File: config.mk
export PLATFORM = sky130hd
export DESIGN_NAME = ui_screen_sequencer
export DESIGN_NICKNAME = d
export VERILOG_FILES = /design/src/rtl/ui_pkg.sv /design/src/rtl/pipe_delay.sv /design/src/rtl/ui_screen_sequencer.sv
export SDC_FILE = /design/constraint.sdc
export NUM_CORES = 1
export LEC_CHECK = 0
export CORE_UTILIZATION = 35
export DETAILED_ROUTE_END_ITERATION = 12
export PLACE_DENSITY = 0.67
export SYNTH_ARGS = -nofsm -noshare
export SYNTH_HDL_FRONTEND = slang
export SYNTH_SLANG_ARGS = --single-unit
File: constraint.sdc
create_clock -name pixel_clk_in -period 2.7 [get_ports pixel_clk_in]
set_input_delay 0.405 -clock pixel_clk_in [delete_from_list [all_inputs] [get_ports pixel_clk_in]]
set_output_delay 0.405 -clock pixel_clk_in [all_outputs]
set_load 0.02 [all_outputs]
File: src/rtl/ui_pkg.sv
// Shared screen-state encoding and sprite geometry for the UI sequencer and sprite modules.
// Latency: none (types and constants only).
// Backpressure: none.
package ui_pkg;

    typedef enum logic [1:0] {
        TITLE         = 2'd0,
        FILTER_SELECT = 2'd1,
        CONFIRM       = 2'd2,
        RUN           = 2'd3
    } screen_state_t;

    // Pixel BROM latency: image BROM (2) followed by palette BROM (2).
    localparam int UI_LAT            = 4;
    localparam int UI_SPRITE_W       = 900;
    localparam int UI_SPRITE_H       = 24;
    localparam int UI_SPRITE_X       = 190;   // (1280 - 900) / 2, centred
    localparam int UI_SPRITE_Y       = 680;
    localparam int UI_NUM_FILTERS    = 4;
    localparam int UI_BLINK_FRAMES   = 30;
    localparam int UI_TIMEOUT_FRAMES = 600;

    // Half-open span test [lo, lo+len). Everything is 12 bits wide so lo+len
    // (1090 for the default sprite) never overflows.
    function automatic logic in_span(input logic [11:0] pos,
                                     input logic [11:0] lo,
                                     input logic [11:0] len);
        return (pos >= lo) && (pos < (lo + len));
    endfunction

endpackage

File: src/rtl/pipe_delay.sv
// Fixed-depth shift register used to align side-band bits with BROM read data.
// Latency: DEPTH cycles from din to dout.
// Backpressure: none; advances every cycle, synchronous reset flushes all stages.
module pipe_delay #(
    parameter int DEPTH = 4,
    parameter int WIDTH = 1
) (
    input  logic             clk,
    input  logic             rst,
    input  logic [WIDTH-1:0] din,
    output logic [WIDTH-1:0] dout
);

    logic [WIDTH-1:0] stage [DEPTH];

    // Shift one stage per cycle; reset clears the whole pipe.
    always_ff @(posedge clk) begin
        if (rst) begin
            for (int i = 0; i < DEPTH; i++) begin
                stage[i] <= '0;
            end
        end else begin
            stage[0] <= din;
            for (int i = 1; i < DEPTH; i++) begin
                stage[i] <= stage[i-1];
            end
        end
    end

    assign dout = stage[DEPTH-1];

endmodule

File: src/rtl/ui_screen_sequencer.sv
// UI screen FSM (title/filter select/confirm/run) with frame-aligned commits and sprite pixel gating.
// Latency: state changes at the new_frame edge; pixel_out is LAT+1 cycles after its hcount/vcount.
// Backpressure: none; button pulses are held pending until the next frame start, one action per frame.
module ui_screen_sequencer
    import ui_pkg::*;
#(
    parameter int LAT            = UI_LAT,
    parameter int SPRITE_W       = UI_SPRITE_W,
    parameter int SPRITE_H       = UI_SPRITE_H,
    parameter int SPRITE_X       = UI_SPRITE_X,
    parameter int SPRITE_Y       = UI_SPRITE_Y,
    parameter int NUM_FILTERS    = UI_NUM_FILTERS,
    parameter int BLINK_FRAMES   = UI_BLINK_FRAMES,
    parameter int TIMEOUT_FRAMES = UI_TIMEOUT_FRAMES
) (
    input  logic                           pixel_clk_in,
    input  logic                           rst_in,
    input  logic [10:0]                    hcount_in,
    input  logic [9:0]                     vcount_in,
    input  logic                           new_frame_in,
    input  logic                           btn_next_pulse_in,
    input  logic                           btn_back_pulse_in,
    input  logic                           btn_sel_pulse_in,
    input  logic [11:0]                    sprite_pixel_in,
    output logic [1:0]                     sprite_sel_out,
    output logic [10:0]                    sprite_x_out,
    output logic [9:0]                     sprite_y_out,
    output logic [1:0]                     screen_state_out,
    output logic [$clog2(NUM_FILTERS)-1:0] filter_idx_out,
    output logic                           filter_valid_out,
    output logic [11:0]                    pixel_out
);

    localparam int IDX_W = $clog2(NUM_FILTERS);
    localparam int TO_W  = $clog2(TIMEOUT_FRAMES);
    localparam int BL_W  = $clog2(BLINK_FRAMES);

    localparam logic [IDX_W-1:0] IDX_LAST = IDX_W'(NUM_FILTERS - 1);
    localparam logic [IDX_W-1:0] IDX_ONE  = IDX_W'(1);
    localparam logic [TO_W-1:0]  TO_LAST  = TO_W'(TIMEOUT_FRAMES - 1);
    localparam logic [TO_W-1:0]  TO_ONE   = TO_W'(1);
    localparam logic [BL_W-1:0]  BL_LAST  = BL_W'(BLINK_FRAMES - 1);
    localparam logic [BL_W-1:0]  BL_ONE   = BL_W'(1);

    screen_state_t    state_q, state_d;
    logic [IDX_W-1:0] idx_q, idx_d;
    logic             valid_q, valid_d;
    logic [TO_W-1:0]  to_cnt_q, to_cnt_d;
    logic [BL_W-1:0]  bl_cnt_q, bl_cnt_d;
    logic             phase_q, phase_d;

    logic next_pend_q, back_pend_q, sel_pend_q;
    logic next_req, back_req, sel_req;
    logic do_next, do_back, do_sel;

    logic        win, win_dly;
    logic [11:0] pixel_q;

    // A pulse landing on the frame-start cycle counts for this frame.
    assign next_req = next_pend_q | btn_next_pulse_in;
    assign back_req = back_pend_q | btn_back_pulse_in;
    assign sel_req  = sel_pend_q  | btn_sel_pulse_in;

    // Exactly one action per frame: back beats sel beats next.
    assign do_back = new_frame_in & back_req;
    assign do_sel  = new_frame_in & ~back_req & sel_req;
    assign do_next = new_frame_in & ~back_req & ~sel_req & next_req;

    // Hold presses until the frame start consumes them; all flags drop together.
    always_ff @(posedge pixel_clk_in) begin
        if (rst_in || new_frame_in) begin
            next_pend_q <= 1'b0;
            back_pend_q <= 1'b0;
            sel_pend_q  <= 1'b0;
        end else begin
            next_pend_q <= next_req;
            back_pend_q <= back_req;
            sel_pend_q  <= sel_req;
        end
    end

    // Screen state, filter selection, confirm timeout and blink registers.
    always_ff @(posedge pixel_clk_in) begin
        if (rst_in) begin
            state_q  <= TITLE;
            idx_q    <= '0;
            valid_q  <= 1'b0;
            to_cnt_q <= '0;
            bl_cnt_q <= '0;
            phase_q  <= 1'b1;
        end else begin
            state_q  <= state_d;
            idx_q    <= idx_d;
            valid_q  <= valid_d;
            to_cnt_q <= to_cnt_d;
            bl_cnt_q <= bl_cnt_d;
            phase_q  <= phase_d;
        end
    end

    // Next-state logic; only evaluated at frame start so the screen never tears.
    always_comb begin
        state_d  = state_q;
        idx_d    = idx_q;
        valid_d  = valid_q;
        to_cnt_d = to_cnt_q;
        bl_cnt_d = bl_cnt_q;
        phase_d  = phase_q;
        if (new_frame_in) begin
            case (state_q)
                TITLE: begin
                    if (do_sel) state_d = FILTER_SELECT;
                end
                FILTER_SELECT: begin
                    if (do_sel) begin
                        state_d  = CONFIRM;
                        to_cnt_d = '0;
                        bl_cnt_d = '0;
                        phase_d  = 1'b1;
                    end else if (do_back) begin
                        idx_d = (idx_q == '0) ? IDX_LAST : idx_q - IDX_ONE;
                    end else if (do_next) begin
                        idx_d = (idx_q == IDX_LAST) ? '0 : idx_q + IDX_ONE;
                    end
                end
                CONFIRM: begin
                    if (do_sel) begin
                        state_d = RUN;
                        valid_d = 1'b1;
                    end else if (do_back) begin
                        state_d = FILTER_SELECT;
                    end else if (to_cnt_q == TO_LAST) begin
                        state_d = FILTER_SELECT;
                    end else begin
                        // Still waiting: age the timeout and run the blink.
                        to_cnt_d = to_cnt_q + TO_ONE;
                        if (bl_cnt_q == BL_LAST) begin
                            bl_cnt_d = '0;
                            phase_d  = ~phase_q;
                        end else begin
                            bl_cnt_d = bl_cnt_q + BL_ONE;
                        end
                    end
                end
                RUN: begin
                    if (do_back) begin
                        state_d = FILTER_SELECT;
                        valid_d = 1'b0;
                    end
                end
                default: state_d = TITLE;
            endcase
        end
        // Sprite is steady outside CONFIRM.
        if (state_d != CONFIRM) phase_d = 1'b1;
    end

    assign win = in_span({1'b0, hcount_in}, 12'(SPRITE_X), 12'(SPRITE_W)) &&
                 in_span({2'b0, vcount_in}, 12'(SPRITE_Y), 12'(SPRITE_H));

    pipe_delay #(
        .DEPTH (LAT),
        .WIDTH (1)
    ) u_win_dly (
        .clk  (pixel_clk_in),
        .rst  (rst_in),
        .din  (win),
        .dout (win_dly)
    );

    // Gate the BROM pixel with the aligned window bit and the blink phase.
    always_ff @(posedge pixel_clk_in) begin
        if (rst_in) begin
            pixel_q <= '0;
        end else begin
            pixel_q <= (win_dly && phase_q) ? sprite_pixel_in : 12'h000;
        end
    end

    assign sprite_sel_out   = state_q;
    assign screen_state_out = state_q;
    assign sprite_x_out     = 11'(SPRITE_X);
    assign sprite_y_out     = 10'(SPRITE_Y);
    assign filter_idx_out   = idx_q;
    assign filter_valid_out = valid_q;
    assign pixel_out        = pixel_q;

endmodule

Word level (Yosys, flattened, before mapping)
Memory sizes are Yosys's and may differ from the RTL's. Index checks and enable logic that the tools add are counted.

$add $sub $neg: 4. Magnitude comparators: 4. Eq/ne operators: 14. Multiplexer cells: 38. Bitwise operators: 17. Reduce and logical (&&, ||, !) cells: 16.

Operator list (number): $mux 10 (4); $mux 5 (5); $mux 2 (11); $pmux 10 s2 (1); $ne 2x2->1 const B (8); $mux 1 (13); $ge 11x8->1 const B (1); $lt 11x11->1 const B (1); $add 10x1->10 const B (1); $eq 10x10->1 const B (1); $ge 10x10->1 const B (1); $lt 10x10->1 const B (1); $pmux 5 s2 (1); $pmux 2 s4 (1); $reduce_and 4->1 (2); $or 1x1->1 (7); $reduce_and 7->1 (1); $eq 2x2->1 const B (3); $reduce_and 6->1 (1); $reduce_bool 2->1 (3); $add 5x1->5 const B (1); $and 1x1->1 (5); $eq 5x5->1 const B (1); $not 1->1 (5); other kinds (8) (14).

Bits in registers: 36. Memory bits (writable): 4. Input port bits: 39. Logic and storage cells: 104. Memories: 1.

Memories: u_win_dly.stage (depth 4, bits a word 1, read ports 4, clocked after memory_dff 0, write ports 4, RTL line pipe_delay.sv:14) `logic [WIDTH-1:0] stage [DEPTH];`.

Longest topological paths before layout
Word-level depth: 9. Mapped depth: 7.

By module
A second synthesis with hierarchy kept.

Cells, all modules: 230. Area, all modules: 2049.5 um^2.

Modules (own cells, without submodules): ui_screen_sequencer (times used 1, cells an instance 222, area an instance 1944.4 um^2); pipe_delay (times used 1, cells an instance 8, area an instance 105.1 um^2).

Worst setup path before layout
No wires, ideal clock.

Path type: register to register. From: register state_q[1], in the netlist screen_state_out[1]. To: register bl_cnt_q[4]. Setup time: 0.071 ns. Data arrival time: 1.989 ns. Path slack: 0.641 ns. Stages on the path, launching flop included: 7. Period minus slack after synthesis: 2.059 ns. Cell sequence: dfxtp_1 buf_6 or4b_4 a31oi_4 o21ai_4 or4_1 a21oi_1.

Longest elaborated chain between the ends: 3.

RTL lines: start: declaration (RTL line ui_screen_sequencer.sv:45) `screen_state_t state_q, state_d;`; start signal: assignment (RTL line ui_screen_sequencer.sv:92) `state_q <= state_d;`; $eq 2x2->1 or $eq 2x1->1 (tied branches) (RTL line ui_screen_sequencer.sv:110) `case (state_q)`; $ne 2x2->1 (no source line) or $reduce_bool 2->1 (tied branches); $reduce_and 6->1 (no source line); end signal: assignment (RTL line ui_screen_sequencer.sv:96) `bl_cnt_q <= bl_cnt_d;`; end: declaration (RTL line ui_screen_sequencer.sv:49) `logic [BL_W-1:0] bl_cnt_q, bl_cnt_d;`.

Several ways; a longest one is shown, not always the timed one. A chain may end at the register's enable or synchronous reset.

Worst setup path after layout
From: input port btn_sel_pulse_in. To: register bl_cnt_q[4].

Longest elaborated chain between the ends: 4.

RTL lines: start: declaration (RTL line ui_screen_sequencer.sv:23) `input logic btn_sel_pulse_in,`; $or 1x1->1 (*) (RTL line ui_screen_sequencer.sv:62) `assign sel_req = sel_pend_q | btn_sel_pulse_in;`; $and 1x1->1 (*) (RTL line ui_screen_sequencer.sv:66) `assign do_sel = new_frame_in & ~back_req & sel_req;`; $ne 2x2->1 (no source line); $reduce_and 6->1 (no source line) (*).

Every way passes the cells marked *; elsewhere a longest branch is shown, timed or not.

==> results.md <==
- Critical path launch point: btn_sel_pulse_in
- Post-DP HPWL: 2.95 mm
- Ys Warns: 0
- Syn_area_per_cell: 9.00 sq um
- Main flop type after synthesis: dfxtp_1
- Via density: 4.93
- DIE HEIGHT: 77.2 um
- Max-cap viol count: 0
- Die W: 77.2 um
- Worst slew pin tran: 0.684 ns
- Final period util: 0.815
- Register area: 801 sq um
- CP Data Required Time: 2.93 ns
- Worst min-delay path startpoint: u_win_dly.stage[1]
- Placed cells: 338
- Mapped Cells: 220
- Clk_lat worst skew: 0.29 ns
- DR DRC count: 0
- Mapped Area: 0.00198 sq mm
- RSZ-0062 raised after global routing: false
- Filler Cell Count: 531
- Rel. slew slack: 0.532
- Antenna violations before repair: 0
- Core ar.: 0.00547 sq mm
- EDFF count, synth: 0
- Clock Path Buffers: 2
- Final net count: 317
- Maximum number of pins on one net before global-route repair: 20
- Setup violations, final: 0
- Overall routed net length: 3.98 mm
- CTS tree: built
- Crit path launch type: input port
- Seq/Total Area, Yosys: 0.405
- Synth-to-Final Area Change: 31.6%
- Yosys cell types: 52
- Total Routing Usage GR: 0.142
- Post-CTS Hold Buffers: 0
- Crit-path max FO: 19
- Post-CTS setup buffer count: 0
- CTS resizes: 0
- Site Rows: 27
- First drt pass iteration count: 4
- Routability cong.: 0.772
- Asr flop ratio synth: 0
- Max VDD drop: 0.249 mV
- Final Non-Filler Cells: 346
- Multi-input gate area: 0.00101 sq mm
- Drt wl/cell: 11.5 um
- CTS buffer count: 5
- DRT iter0 DRCs: 35
- CTS Root Cell: clkbuf_8
- Yosys reg bits: 40
- Critical path class: input port to flip-flop
- Min-Delay Path Class: flip-flop to flip-flop
- Setup TNS: 0 ns
- Leakage power total: 0.971 nW
- Status: complete, no violations
- Die area: 0.00596 sq mm
- Cell Pwr Density: 469 mW/mm^2
- Vias: 1705
- Starting Density: 0.362
- Max Fclk: 454 MHz
- Buffers on Ports: 53
- Most frequent cells in the layout: clkdlybuf4s50_1, dfxtp_1, conb_1
- ANT nets after route: 0
- Commonest non-fill, non-tap cell in the layout: clkdlybuf4s50_1
- Minimum clock period: 2.20 ns
- Layout cell share with drive strength beyond 1: 0.0766
- Number of global-route vias before repair: 1588
- H-tree levels: 2
- Final Skew: 0.00425 ns
- Arr. time, crit path: 2.43 ns
- Final hold vios: 0
- Clock Pin Slew Worst Setup and Hold Paths: 0.08 ns
- Grt total ovfl: 0
- Reg2Reg Launch Point: screen_state_out[0]
- Final max-slew violation count: 0
- CTS sink cnt: 40
- # diodes: 0
- First-pass GRT wire length: 6.78 mm
- Crit. End Element: flip-flop
- Num ports: 79
critical path, cell delays in order:
cell and delay (ns):
clkdlybuf4s50_1 0.44, or4b_4 0.54, a31oi_4 0.23, o21ai_4 0.17, or4_1 0.49, a21oi_1 0.15
routing by layer:
metal | wire length, um | global-route usage | part of all wire | vias up
li1 | - | - | - | 842
met1 | 1770 | 0.169 | 0.45 | 797
met2 | 1920 | 0.236 | 0.48 | 55
met3 | 171 | 0.0321 | 0.043 | 11
met4 | 109 | 0.0717 | 0.027 | 0
met5 | 0 | 0 | 0 | -
cell families after synthesis:
kind of cell    share of synthesized area
xor+xnor                           0.0133
other cells                       0.00379
mux                                0.0101
compound gates                      0.161
flops                               0.405
buf+inv                             0.120
simple gates                        0.256
fa+ha+maj                          0.0316
cells in the mapped netlist, drive strengths merged (2+ instances only):
cell | count | area, sq um
dfxtp | 40 | 801
buf | 25 | 189
nand2 | 16 | 60.1
nor2 | 14 | 60.1
and2 | 13 | 81.3
a21oi | 12 | 60.1
o21ai | 10 | 61.3
inv | 7 | 26.3
or4 | 7 | 52.6
nor3 | 6 | 41.3
and3 | 5 | 31.3
clkbuf | 5 | 18.8
ha | 5 | 62.6
nand3 | 5 | 25.0
o211ai | 5 | 42.5
nor2b | 4 | 25.0
or3 | 4 | 25.0
a2111oi | 2 | 17.5
a211oi | 2 | 15.0
a31o | 2 | 17.5
and3b | 2 | 17.5
conb | 2 | 7.51
mux2i | 2 | 20.0
nand4 | 2 | 12.5
o31ai | 2 | 15.0
or2 | 2 | 12.5
xnor2 | 2 | 17.5
per-stage QoR:
stage / utilization / total power (W) / cell area (sq um) / hold WS (ns) / setup slack [ns]
after detailed placement: 0.456 / 0.000749 / 2490 / 0.428 / 0.185
after global placement: 0.456 / 0.000748 / 2490 / 0.419 / 0.225
final: 0.476 / 0.00122 / 2610 / 0.444 / 0.499
after global routing: 0.476 / 0.00127 / 2610 / 0.454 / 0.419
after CTS: 0.476 / 0.00123 / 2610 / 0.446 / 0.486
after floorplan: - / 0.000706 / 2050 / 0.414 / 0.641
state kept, by name, summed over array words and instances, names as in the netlist:
signal,cells
screen_state_out,2
filter_valid_out,1
sel_pend_q,1
phase_q,1
next_pend_q,1
pixel_out,12
bl_cnt_q,5
u_win_dly.stage,4
filter_idx_out,2
to_cnt_q,10
back_pend_q,1
power breakdown:
group	internal [W]	switching, W
sequential	0.000594	0.00000385
combinational	0.0000661	0.0000722
clock	0.000273	0.000213
worst paths after layout:
check                           slack, ns  cells past startpoint                 end
worst min-delay path                 0.44                      1  u_win_dly.stage[2]
worst min register to register       0.44                      1  u_win_dly.stage[2]
worst max-delay path                 0.50                      6         bl_cnt_q[4]
worst max register to register       0.62                      5         bl_cnt_q[4]
area by class of cell:
| class | count | share of cell area |
|---|---|---|
| Multi-Input combinational cell | 161 | 0.389 |
| Sequential cell | 40 | 0.307 |
| Clock buffer | 5 | 0.0264 |
| Tap cell | 72 | 0.0346 |
| Clock inverter | 3 | 0.0163 |
| Inverter | 8 | 0.0115 |
| Timing Repair Buffer | 57 | 0.215 |
Note: power is estimated with default switching activity, not from simulation.
